[config.mk]
export PLATFORM = sky130hd
export DESIGN_NAME = spi_cs_arbiter_flat
export DESIGN_NICKNAME = d
export VERILOG_FILES = /design/src/rtl/spi_cs_arbiter_if.sv /design/src/rtl/spi_cs_arbiter.sv /design/src/flat_wrapper.sv
export SDC_FILE = /design/constraint.sdc
export NUM_CORES = 1
export LEC_CHECK = 0
export CAP_MARGIN = 20
export CORE_AREA = 10 10 70 72
export DETAILED_ROUTE_END_ITERATION = 16
export DIE_AREA = 0 0 80 82
export PLACE_DENSITY = 0.8
export SLEW_MARGIN = 20
export SYNTH_ARGS = -nofsm -noshare
export SYNTH_HDL_FRONTEND = slang
export SYNTH_SLANG_ARGS = --single-unit
[constraint.sdc]
create_clock -name clk_sys_i -period 7.1 [get_ports clk_sys_i]
set_input_delay 2.13 -clock clk_sys_i [delete_from_list [all_inputs] [get_ports clk_sys_i]]
set_output_delay 2.13 -clock clk_sys_i [all_outputs]
set_load 0.1 [all_outputs]
[src/rtl/spi_cs_arbiter_if.sv]
// Requester-facing signal bundle of the SPI chip-select arbiter.
// The arbiter uses the slave modport; whoever drives the requests uses master.
interface spi_cs_arbiter_if #(
    parameter int NumReq = 4
);
    localparam int IdxW = $clog2(NumReq);

    logic [NumReq-1:0] req_i;
    logic [NumReq-1:0] gnt_o;
    logic [IdxW-1:0]   gnt_idx_o;
    logic [NumReq-1:0] cs_no;
    logic              bus_en_o;
    logic              busy_o;
    logic              timeout_o;

    modport master (
        output req_i,
        input  gnt_o, gnt_idx_o, cs_no, bus_en_o, busy_o, timeout_o
    );

    modport slave (
        input  req_i,
        output gnt_o, gnt_idx_o, cs_no, bus_en_o, busy_o, timeout_o
    );
endinterface

[src/rtl/spi_cs_arbiter.sv]
// Round-robin arbiter sharing one SPI host between NumReq requesters.
// Sequences each active-low chip select with setup, hold and gap timing,
// gates the host with bus_en_o and forces release after TimeoutCycles.
module spi_cs_arbiter #(
    parameter int NumReq        = 4,
    parameter int CsSetupCycles = 2,
    parameter int CsHoldCycles  = 2,
    parameter int CsGapCycles   = 1,
    parameter int TimeoutCycles = 1024
) (
    input  logic           clk_sys_i,
    input  logic           rst_sys_i,
    spi_cs_arbiter_if.slave bus
);
    localparam int IdxW   = $clog2(NumReq);
    localparam int MaxA   = (CsSetupCycles > CsHoldCycles) ? CsSetupCycles : CsHoldCycles;
    localparam int MaxB   = (CsGapCycles > TimeoutCycles) ? CsGapCycles : TimeoutCycles;
    localparam int MaxCnt = (MaxA > MaxB) ? MaxA : MaxB;
    localparam int CntW   = $clog2(MaxCnt + 1);
    localparam logic [NumReq-1:0] OneLsb = NumReq'(1);

    typedef enum logic [2:0] {IDLE, SETUP, ACTIVE, HOLD, GAP} state_t;

    state_t            state_reg, state_next;
    logic [CntW-1:0]   cnt_reg, cnt_next;
    logic [IdxW-1:0]   ptr_reg, ptr_next;
    logic [NumReq-1:0] gnt_reg, gnt_next;
    logic [IdxW-1:0]   gnt_idx_reg, gnt_idx_next;
    logic [NumReq-1:0] cs_n_reg, cs_n_next;
    logic              bus_en_reg, bus_en_next;
    logic              busy_reg, busy_next;
    logic              timeout_reg, timeout_next;

    logic              pick_found;
    logic [IdxW-1:0]   pick_idx;
    logic [IdxW-1:0]   cand_idx;
    int                cand;
    logic              req_k;

    assign req_k = bus.req_i[gnt_idx_reg];

    // Round-robin pick: first requesting index scanning from ptr upwards with wrap.
    always_comb begin
        pick_found = 1'b0;
        pick_idx   = '0;
        cand       = 0;
        cand_idx   = '0;
        for (int i = 0; i < NumReq; i++) begin
            cand = int'(ptr_reg) + i;
            if (cand >= NumReq) begin
                cand = cand - NumReq;
            end
            cand_idx = IdxW'(cand);
            if (!pick_found && bus.req_i[cand_idx]) begin
                pick_found = 1'b1;
                pick_idx   = cand_idx;
            end
        end
    end

    // State, counters and registered outputs; reset drops CS without hold timing.
    always_ff @(posedge clk_sys_i) begin
        if (rst_sys_i) begin
            state_reg   <= IDLE;
            cnt_reg     <= '0;
            ptr_reg     <= '0;
            gnt_reg     <= '0;
            gnt_idx_reg <= '0;
            cs_n_reg    <= '1;
            bus_en_reg  <= 1'b0;
            busy_reg    <= 1'b0;
            timeout_reg <= 1'b0;
        end else begin
            state_reg   <= state_next;
            cnt_reg     <= cnt_next;
            ptr_reg     <= ptr_next;
            gnt_reg     <= gnt_next;
            gnt_idx_reg <= gnt_idx_next;
            cs_n_reg    <= cs_n_next;
            bus_en_reg  <= bus_en_next;
            busy_reg    <= busy_next;
            timeout_reg <= timeout_next;
        end
    end

    // Next-state and next-output logic; one shared counter serves every timed state.
    always_comb begin
        state_next   = state_reg;
        cnt_next     = cnt_reg;
        ptr_next     = ptr_reg;
        gnt_next     = gnt_reg;
        gnt_idx_next = gnt_idx_reg;
        cs_n_next    = cs_n_reg;
        bus_en_next  = bus_en_reg;
        timeout_next = 1'b0;

        unique case (state_reg)
            IDLE: begin
                if (pick_found) begin
                    state_next   = SETUP;
                    gnt_next     = OneLsb << pick_idx;
                    gnt_idx_next = pick_idx;
                    cs_n_next    = ~(OneLsb << pick_idx);
                    cnt_next     = CntW'(CsSetupCycles - 1);
                end
            end
            SETUP: begin
                if (!req_k) begin
                    // Requester gave up before the bus was enabled.
                    state_next = HOLD;
                    gnt_next   = '0;
                    cnt_next   = CntW'(CsHoldCycles - 1);
                end else if (cnt_reg == '0) begin
                    state_next  = ACTIVE;
                    bus_en_next = 1'b1;
                    cnt_next    = '0;
                end else begin
                    cnt_next = cnt_reg - 1'b1;
                end
            end
            ACTIVE: begin
                // A normal release on the expiry edge takes priority over the timeout.
                if (!req_k) begin
                    state_next  = HOLD;
                    bus_en_next = 1'b0;
                    gnt_next    = '0;
                    cnt_next    = CntW'(CsHoldCycles - 1);
                end else if (TimeoutCycles != 0 && cnt_reg == CntW'(TimeoutCycles - 1)) begin
                    state_next   = HOLD;
                    bus_en_next  = 1'b0;
                    gnt_next     = '0;
                    cnt_next     = CntW'(CsHoldCycles - 1);
                    timeout_next = 1'b1;
                end else if (TimeoutCycles != 0) begin
                    cnt_next = cnt_reg + 1'b1;
                end
            end
            HOLD: begin
                if (cnt_reg == '0) begin
                    state_next = GAP;
                    cs_n_next  = '1;
                    cnt_next   = CntW'(CsGapCycles - 1);
                    ptr_next   = (gnt_idx_reg == IdxW'(NumReq - 1)) ? '0 : gnt_idx_reg + 1'b1;
                end else begin
                    cnt_next = cnt_reg - 1'b1;
                end
            end
            GAP: begin
                if (cnt_reg == '0) begin
                    state_next = IDLE;
                end else begin
                    cnt_next = cnt_reg - 1'b1;
                end
            end
            default: begin
                state_next = IDLE;
            end
        endcase

        busy_next = (state_next != IDLE);
    end

    assign bus.gnt_o     = gnt_reg;
    assign bus.gnt_idx_o = gnt_idx_reg;
    assign bus.cs_no     = cs_n_reg;
    assign bus.bus_en_o  = bus_en_reg;
    assign bus.busy_o    = busy_reg;
    assign bus.timeout_o = timeout_reg;
endmodule

[src/flat_wrapper.sv]
// flat-port wrapper written by rule: the top's interface ports become plain ports
module spi_cs_arbiter_flat 
#(
    parameter int NumReq        = 4,
    parameter int CsSetupCycles = 2,
    parameter int CsHoldCycles  = 2,
    parameter int CsGapCycles   = 1,
    parameter int TimeoutCycles = 1024
)
  (clk_sys_i, rst_sys_i, bus_req_i, bus_gnt_o, bus_gnt_idx_o, bus_cs_no, bus_bus_en_o, bus_busy_o, bus_timeout_o);
  spi_cs_arbiter_if #(.NumReq(NumReq)) bus_i ();
  input  logic clk_sys_i;
  input  logic rst_sys_i;
  input wire logic [$bits(bus_i.req_i)-1:0] bus_req_i;
  output wire logic [$bits(bus_i.gnt_o)-1:0] bus_gnt_o;
  output wire logic [$bits(bus_i.gnt_idx_o)-1:0] bus_gnt_idx_o;
  output wire logic [$bits(bus_i.cs_no)-1:0] bus_cs_no;
  output wire logic [$bits(bus_i.bus_en_o)-1:0] bus_bus_en_o;
  output wire logic [$bits(bus_i.busy_o)-1:0] bus_busy_o;
  output wire logic [$bits(bus_i.timeout_o)-1:0] bus_timeout_o;
  assign bus_i.req_i = bus_req_i;
  assign bus_gnt_o = bus_i.gnt_o;
  assign bus_gnt_idx_o = bus_i.gnt_idx_o;
  assign bus_cs_no = bus_i.cs_no;
  assign bus_bus_en_o = bus_i.bus_en_o;
  assign bus_busy_o = bus_i.busy_o;
  assign bus_timeout_o = bus_i.timeout_o;
  spi_cs_arbiter #(.NumReq(NumReq), .CsSetupCycles(CsSetupCycles), .CsHoldCycles(CsHoldCycles), .CsGapCycles(CsGapCycles), .TimeoutCycles(TimeoutCycles)) u_core (.clk_sys_i(clk_sys_i), .rst_sys_i(rst_sys_i), .bus(bus_i));
endmodule
==> results of run 1 <==
## through the flow
step / utilization / setup WS [ns] / cell area, sq um
finish: 0.6399 / 2.906 / 2290
CTS: 0.6399 / 2.933 / 2290
detailed placement: 0.6161 / 2.677 / 2205
floorplan: - / 3.398 / 2038
global placement: 0.6161 / 2.690 / 2205
global route: 0.6399 / 2.747 / 2290
## layer usage
metal / vias to the layer above / wire [microns] / GRT usage
met5: - / 0 / 0
met4: 0 / 110 / 0.05458
met3: 14 / 417 / 0.05022
met2: 117 / 2437 / 0.2697
met1: 940 / 2418 / 0.2118
li1: 1019 / - / -
## area by class of cell
class,count,area share
multi-input combinational,203,0.5831
timing repair buffer,19,0.08197
inverter,11,0.01803
tap,48,0.02623
clock buffer,7,0.02404
sequential,29,0.2536
clock inverter,1,0.01311
## Yosys cell counts (all sizes together), types with 3 or more instances
library cell and count:
o21a 3, nor3 11, or3 4, xnor2 3, or4 6, clkbuf 12
o21ai 13, buf 5, a31oi 4, or2 3, nor3b 4, a21oi 18
mux2i 4, o211ai 5, a211oi 7, a32oi 3, nor4 10, dfxtp 29
nand2 19, a22oi 3, a21o 3, ha 3, nor2 23, nand3 9
inv 11
## where the power goes
group / leakage [uW] / switching [uW] / internal (uW)
Sequential: 0.000237 / 74.2 / 201
Clock: 0.0000455 / 59.4 / 84.0
Combinational: 0.000547 / 386 / 196
Total: 0.000829 / 520 / 481
## cells by family after synthesis
| group | Yosys count | share of synthesized area |
|---|---|---|
| multiplexers | 7 | 0.04174 |
| AND/OR/NAND/NOR | 107 | 0.2928 |
| AO/OA/AOI/OAI | 82 | 0.2848 |
| flip-flops | 29 | 0.2848 |
| adder cells (fa/ha/maj) | 3 | 0.01842 |
| XOR/XNOR | 4 | 0.01719 |
| buffers and inverters | 28 | 0.06016 |
## path summary, 6_finish.rpt
| kind | startpoint | to | slack [ns] | cells past startpoint |
|---|---|---|---|---|
| max | bus_req_i[0] | u_core.cnt_reg[8]$_SDFFE_PP0P_ | 2.91 | 6 |
| min | u_core.bus.gnt_o[2]$_SDFFE_PP0P_ | u_core.bus.gnt_o[2]$_SDFFE_PP0P_ | 0.46 | 1 |
| max reg2reg | u_core.cnt_reg[0]$_SDFFE_PP0P_ | u_core.cnt_reg[3]$_SDFFE_PP0P_ | 4.18 | 7 |
| min reg2reg | u_core.bus.gnt_o[2]$_SDFFE_PP0P_ | u_core.bus.gnt_o[2]$_SDFFE_PP0P_ | 0.46 | 1 |
## cell usage in the layout (no fill, tap or decap), types with 5 or more instances in the layout
master	n
sky130_fd_sc_hd__nand3_1	9
sky130_fd_sc_hd__nor3_1	11
sky130_fd_sc_hd__inv_1	11
sky130_fd_sc_hd__a21oi_1	18
sky130_fd_sc_hd__dfxtp_1	29
sky130_fd_sc_hd__nor4_1	9
sky130_fd_sc_hd__nor2_1	23
sky130_fd_sc_hd__or4_1	6
sky130_fd_sc_hd__nand2_1	19
sky130_fd_sc_hd__clkbuf_4	5
sky130_fd_sc_hd__o21ai_0	11
sky130_fd_sc_hd__clkdlybuf4s50_1	18
sky130_fd_sc_hd__a211oi_1	7
==> flow_results.org, run 1 <==
** Critical path
- Longest individual stage delay on the worst path :: 0.89 ns
- For the worst setup path, the data arrival time is ~4.4 ns.
- On the critical path, the stage with the largest delay is an instance of sky130_fd_sc_hd__nor4_1.
- Counting both buffers and inverters, the worst setup path holds a total of 1.
- Critical Path Fanout Max :: 8
- The worst setup path is launched from an input pin.
- Required time at the worst-slack endpoint :: 7.35 ns
- CP Class :: in2reg
- Among cell families on the critical path, the largest total delay comes from simple AND/OR/NAND/NOR gates.
- Crit-path cells :: clkdlybuf4s50_1 -> nor4_1 -> a21oi_1 -> nand2_1 -> o21ai_0 -> a211oi_1
- STA classifies the critical path endpoint as a flop.

** Drt
- In the routed design, unresolved DRC markers number 0.
- Length of the first detailed-routing pass in iterations :: 5
- For this block, the via count after detailed routing is 2090.
- Using the TritonRoute via totals, the vias-per-cell ratio works out to 6.572.
- Number of violations reported at the end of detailed-routing iteration 0 :: 376
- After detailed routing, the average wire length per cell comes to 16.93 microns.
- Count of nets left with antenna violations after detail routing :: 0
- For this block, the routed nets add up to between 5 and 6 mm of wire.

** GRT
- Summed over all layers, the global routing overflow is 0.
- Via count of the first global-routing pass :: just under 2000
- Global-route wire length before repair :: 8.997 mm
- Maximum number of pins on one net before global-route repair :: 23
- The number of antenna violations at the first check in global routing was 0.
- Combined global-route utilization of all metal layers :: 0.1684

** Run
- Number of max-capacitance violations reported :: 0

** Pwr
- Cell Pwr Density :: between 400 and 500 mW/mm^2
- IR analysis of the VDD net gives a maximum drop of 0.2417 mV.
- Pwr Total :: 1002 uW
- Cell leakage power :: 0.0008294 uW

** Die
- Starting density of the core :: 0.5696
- Measured along the x axis, the die boundary spans around 80 microns.
- From bottom edge to top edge, the die measures 82 microns.
- The die covers 0.006560 sq mm.
- In this run the core area contains 22 standard-cell rows.
- Top Ports :: 19
- After floorplanning, the core was sized to cover 0.003578 sq mm.

** STA
- Worst Max-Slew Pin Slew :: ~1.0 ns
- Rel. slew slack :: 0.3312
- The count of final max-slew check failures was 0.
- Dividing the final minimum period by the clock period gives 0.5907.
- Accumulated negative setup slack :: 0 ns
- Worst slack on hold paths :: around 0.46 ns
- Setup repair after global routing left no endpoint under its margin.
- Static timing analysis puts the maximum clock frequency at roughly 240 MHz.
- Worst setup skew after layout :: 0.01039 ns
- Final hold violation count :: 0
- Finish-stage setup viols :: 0
- Shortest period the worst path allows :: 4.194 ns

** Clock tree
- Inserted Clock Buffers :: 5
- In this run the post-CTS setup repair buffer count came out at 0.
- H-tree depth reported by CTS :: 2
- Max Root-Sink Buffers :: 2
- The clock net in this run drives a total of 29 sinks.
- Buffers inserted to repair hold after CTS numbered 0.
- Count of cells resized by post-cts repair :: 0
- TritonCTS built the clock tree.
- For the worst-skew pair, the clock arrives at the later sink with an insertion delay of 0.34 ns.
- After clock tree synthesis, the clock-pin slew on the worst setup and hold paths is ~0.090 ns.
- Root buf cell :: sky130_fd_sc_hd__clkbuf_4

** Outcome
- The run finished with clean final reports.

** Synthesis
- Yosys mapped a number of flops with a built-in enable equal to 0.
- For this run, the number of Yosys warnings is 0.
- Among all flip-flop cells after synthesis, the most frequent one is sky130_fd_sc_hd__dfxtp_1.
- Yosys mapped the design onto 63 distinct sky130hd cell types.
- Mapped Avg Cell Area :: 7.839 sq um
- The share of the Yosys chip area taken by registers is 0.2848.
- The number of nets handed over by synthesis was 269.
- In the synthesized netlist the async set-or-reset flop fraction comes to 0.
- Gate Count Post-Synth :: 260
- The synthesized design spends more area on one cell type than any other, namely sky130_fd_sc_hd__dfxtp_1.
- By area the synthesized netlist is led by sky130_fd_sc_hd__dfxtp_1 (28%), sky130_fd_sc_hd__a21oi_1 (4.4%), sky130_fd_sc_hd__nor2_1 (4.2%).
- After synthesis the netlist holds a flip-flop and latch count of 29.
- The cell area that synthesis handed to floorplanning was 0.002038 sq mm.
- Fraction of synthesized cell area taken by the top area cell type :: 0.2848

** Layout
- Total inserted antenna cells :: 0
- Layout net count :: 278
- Summing all multi-input logic gate instances after layout gives 0.001335 sq mm.
- In the final layout, the share of cells above drive strength 1 is 0.07407.
- Filler cell count in the final layout :: 345
- Area taken by flip-flops and latches :: 580.6 sq um
- Growth of design area from synthesis to finish :: 12.34%
- The finished layout holds 318 standard cells, fillers aside.
- Flip-flop count of the largest register, all copies and words added :: 11

** Place
- Detail Placement HPWL :: about 4 mm
- At the end of routability-driven placement, the weighted congestion stood at just over 0.9.
- Port buffering added 18 buffers.
- Including well taps, the total number of placed cells is 310.

** Worst hold path
- The tightest min-delay check is of the reg2reg type.
No activity file was read; power rests on OpenSTA's default activity.
==> inputs of run 2 (changes only) <==
Settings changed: CORE_AREA 10 10 70 72 to 10 10 71 73, DIE_AREA 0 0 80 82 to 0 0 81 83, PLACE_DENSITY 0.8 to 0.78.
Clock period 7.1 ns to 4 ns, I/O delays scaled along.
==> run 2 against run 1 <==
  * Combinational power increased by 82%
  * Die area rose by 2.5%
  * Global-route usage down 0.38 points
  * Hold slack improved by 0.0034 ns
  * Final cell count increased by 1.6%
  * Largest power group unchanged
==> flow_results.org, run 2 (synthesis gave the netlist of run 1 again) <==
** Outcome
- The flow ran to the end, and the final reports show no timing, DRC or antenna violations.

** Layout
- Leaving out fill and tap cells, the most frequent cell in the layout is sky130_fd_sc_hd__dfxtp_1.
- Growth of design area from synthesis to finish :: 15.47%
- Leading cell types in the layout, fill and taps excluded :: sky130_fd_sc_hd__dfxtp_1 (29), sky130_fd_sc_hd__nor2_1 (23), sky130_fd_sc_hd__nand2_1 (19)
- Layout net count :: 283
- Flip-flop count of the largest register, all copies and words added :: 11
- The finished layout holds approximately 320 standard cells, fillers aside.
- In the final layout, the share of cells above drive strength 1 is 0.09818.
- The number of antenna diodes in the final layout is 0.

** Die
- For this configuration, the core starts out at a cell density of 0.5610.
- The floorplan step set the die width to 81 microns.
- Std-Cell Rows :: 22
- After floorplanning, the core was sized to cover 0.003633 sq mm.
- DIE AREA :: 0.006723 sq mm
- Top Ports :: 19
- Height of the die :: approximately 83 microns

** Clock tree
- Clock tree synthesis found a total of 29 sinks.
- The later pin in the worst-skew pair is clocked with a latency of between 0.2 and 0.3 ns.
- The H-tree was split into 2 levels.
- In this run the post-CTS setup repair buffer count came out at 0.
- Root buf cell :: sky130_fd_sc_hd__clkbuf_8
- TritonCTS built the clock tree.
- The number of clock buffers added by TritonCTS is 5.
- Clock-pin slew on the worst setup and hold paths :: 0.06 ns
- After clock tree synthesis, the repair step resized 0 gates.
- Counting along the longest clock path gives a buffer depth of 2.
- Hold-fix buffers, CTS :: 0

** Drt
- After detailed routing, the number of remaining DRC violations is 0.
- Via density :: 6.526
- Length of the first detailed-routing pass in iterations :: 5
- Number of violations reported at the end of detailed-routing iteration 0 :: 340
- Via count :: about 2100
- Wires add up to 5.425 mm.
- The detail route stage leaves a number of antenna-violating nets equal to 0.
- Routed length per instance :: between 15 and 20 microns

** STA
- Rel. slew slack :: 0.3465
- Timing would allow up to 326.3 MHz.
- Setup repair after global routing left no endpoint under its margin.
- Worst Max-Slew Pin Slew :: 0.9771 ns
- The worst path in the final design needs a cycle of 3.065 ns, including I/O delays and setup.
- Final worst path period share :: 0.7662
- Worst slack on hold paths :: 0.4643 ns
- Final hold violation count :: 0
- On the final layout, the worst clock skew is ~0.0044 ns.
- Finish-stage setup viols :: 0
- Adding up every negative setup slack in the final design gives 0 ns.
- Final WS setup :: 0.9352 ns
- The count of final max-slew check failures is 0.

** Critical path
- In this run the critical register-to-register path is captured at u_core.bus.cs_no[3]$_SDFFE_PP1P_.
- Reg2reg path depth :: 8
- The worst register-to-register path has a setup slack of 1.18 ns.
- Critical Path AT :: 3.24 ns
- Standard cell with the maximum stage delay on the critical path :: sky130_fd_sc_hd__mux4_2
- Of all nets on the critical path, the largest fanout is 9.
- STA puts the critical path data required time at roughly 4.2 ns.
- Family with the most delay on the worst path :: compound AO/OA/AOI/OAI gates
- Reg-to-reg startpoint :: u_core.cnt_reg[0]$_SDFFE_PP0P_
- Traced cell by cell, the critical path runs through clkdlybuf4s50_1 -> mux4_2 -> and2_1 -> a311o_1 -> a32oi_1 -> o31ai_1.
- STA classifies the critical path endpoint as a flop.
- CP Class :: in2reg
- STA classifies the critical path startpoint as an input pin.
- Longest individual stage delay on the worst path :: 0.61 ns
- Counting both buffers and inverters, the worst setup path holds a total of 1.

** Place
- Prior to clock tree synthesis, the placed netlist has a worst setup slack of 0.6231 ns.
- RD Place Congestion :: 0.8643
- The number of placed instances, taps included, is around 320.
- Detail Placement HPWL :: 3.997 mm
- IO buf count :: 18

** GRT
- The number of global-route vias before repair was 1945.
- Entering global routing, the biggest net connects 23 pins.
- Global-route wire length before repair :: 9.108 mm
- Global route total overflow :: 0
- The number of antenna violations at the first check in global routing was 0.
- Across every metal layer, demand over resource in global routing totals 0.1646.

** Pwr
- In this run the static leakage power is approximately 0.00087 uW.
- Sw Share :: 0.5004
- Fraction of power consumed by sequential logic :: 0.263
- Total internal power :: 931.6 uW
- Relative contribution of the clock network to total power :: 0.169
- Switch Pwr :: 932.9 uW
- VDD sags by at most 0.4285 mV.
- Overall power consumption after layout is estimated at 1864 uW.
- Combinational fraction of design power :: 0.567
- Dividing total power by cell area gives a power density of 792.2 mW/mm^2.

** Worst hold path
- Hold path depth :: 1
- In this run the worst hold path is classified as reg2reg.
- Min-delay src :: u_core.bus.gnt_o[3]$_SDFFE_PP0P_
- Endpoint of the worst hold-timing path :: u_core.bus.gnt_o[3]$_SDFFE_PP0P_

** Run
- Across the run, the number of max-cap violations was 0.
-- run 2: changes by cell type in the layout (fill, tap and decap cells not counted), sizes merged --
cell,previous run,this run
buf,1,8
clkdlybuf4s50,18,16
-- run 2: layer usage --
layer	vias to the layer above	part of all wire	GRT usage
li1	1030	-	-
met1	989	0.46	0.2204
met2	74	0.45	0.2406
met3	15	0.060	0.04095
met4	0	0.023	0.07042
met5	-	0	0
-- run 2: worst max-delay path by stage --
| stage | startpoint | endpoint | slack, ns | cells after the start |
|---|---|---|---|---|
| finish | bus_req_i[0] | u_core.cnt_reg[2]$_SDFFE_PP0P_ | 0.94 | 6 |
| global route | bus_req_i[0] | u_core.cnt_reg[8]$_SDFFE_PP0P_ | 0.82 | 6 |
| CTS | bus_req_i[0] | u_core.cnt_reg[2]$_SDFFE_PP0P_ | 0.94 | 6 |
| detailed placement | bus_req_i[0] | u_core.cnt_reg[2]$_SDFFE_PP0P_ | 0.62 | 6 |
| global placement | bus_req_i[0] | u_core.cnt_reg[2]$_SDFFE_PP0P_ | 0.67 | 6 |
| floorplan | u_core.bus.gnt_idx_o[0]$_SDFFE_PP0P_ | u_core.cnt_reg[2]$_SDFFE_PP0P_ | 1.22 | 6 |
-- run 2: metrics by stage --
step | util | instance area [sq um]
global route | 0.6477 | 2354
floorplan | - | 2038
detailed placement | 0.6157 | 2237
CTS | 0.6477 | 2354
finish | 0.6477 | 2354
global placement | 0.6157 | 2237
-- run 2: area by class of cell --
type / instances / area [sq um]
well taps: 48 / 60.06
clock inverters: 1 / 30.03
multi-input cells: 203 / 1335
inverters: 11 / 41.29
flip-flops and latches: 29 / 580.6
repair buffers: 24 / 220.2
clock buffers: 7 / 86.33
fillers: 326 / 1280
-- run 2: power by group through the flow --
stage / Sequential, uW / Clock, uW / Combinational (uW)
2_1_floorplan: 612 / 0 / 705
3_3_place_gp: 491 / 0 / 1040
3_5_place_dp: 494 / 0 / 1040
4_1_cts: 487 / 320 / 1040
5_1_grt: 509 / 332 / 1140
6_report: 491 / 315 / 1060
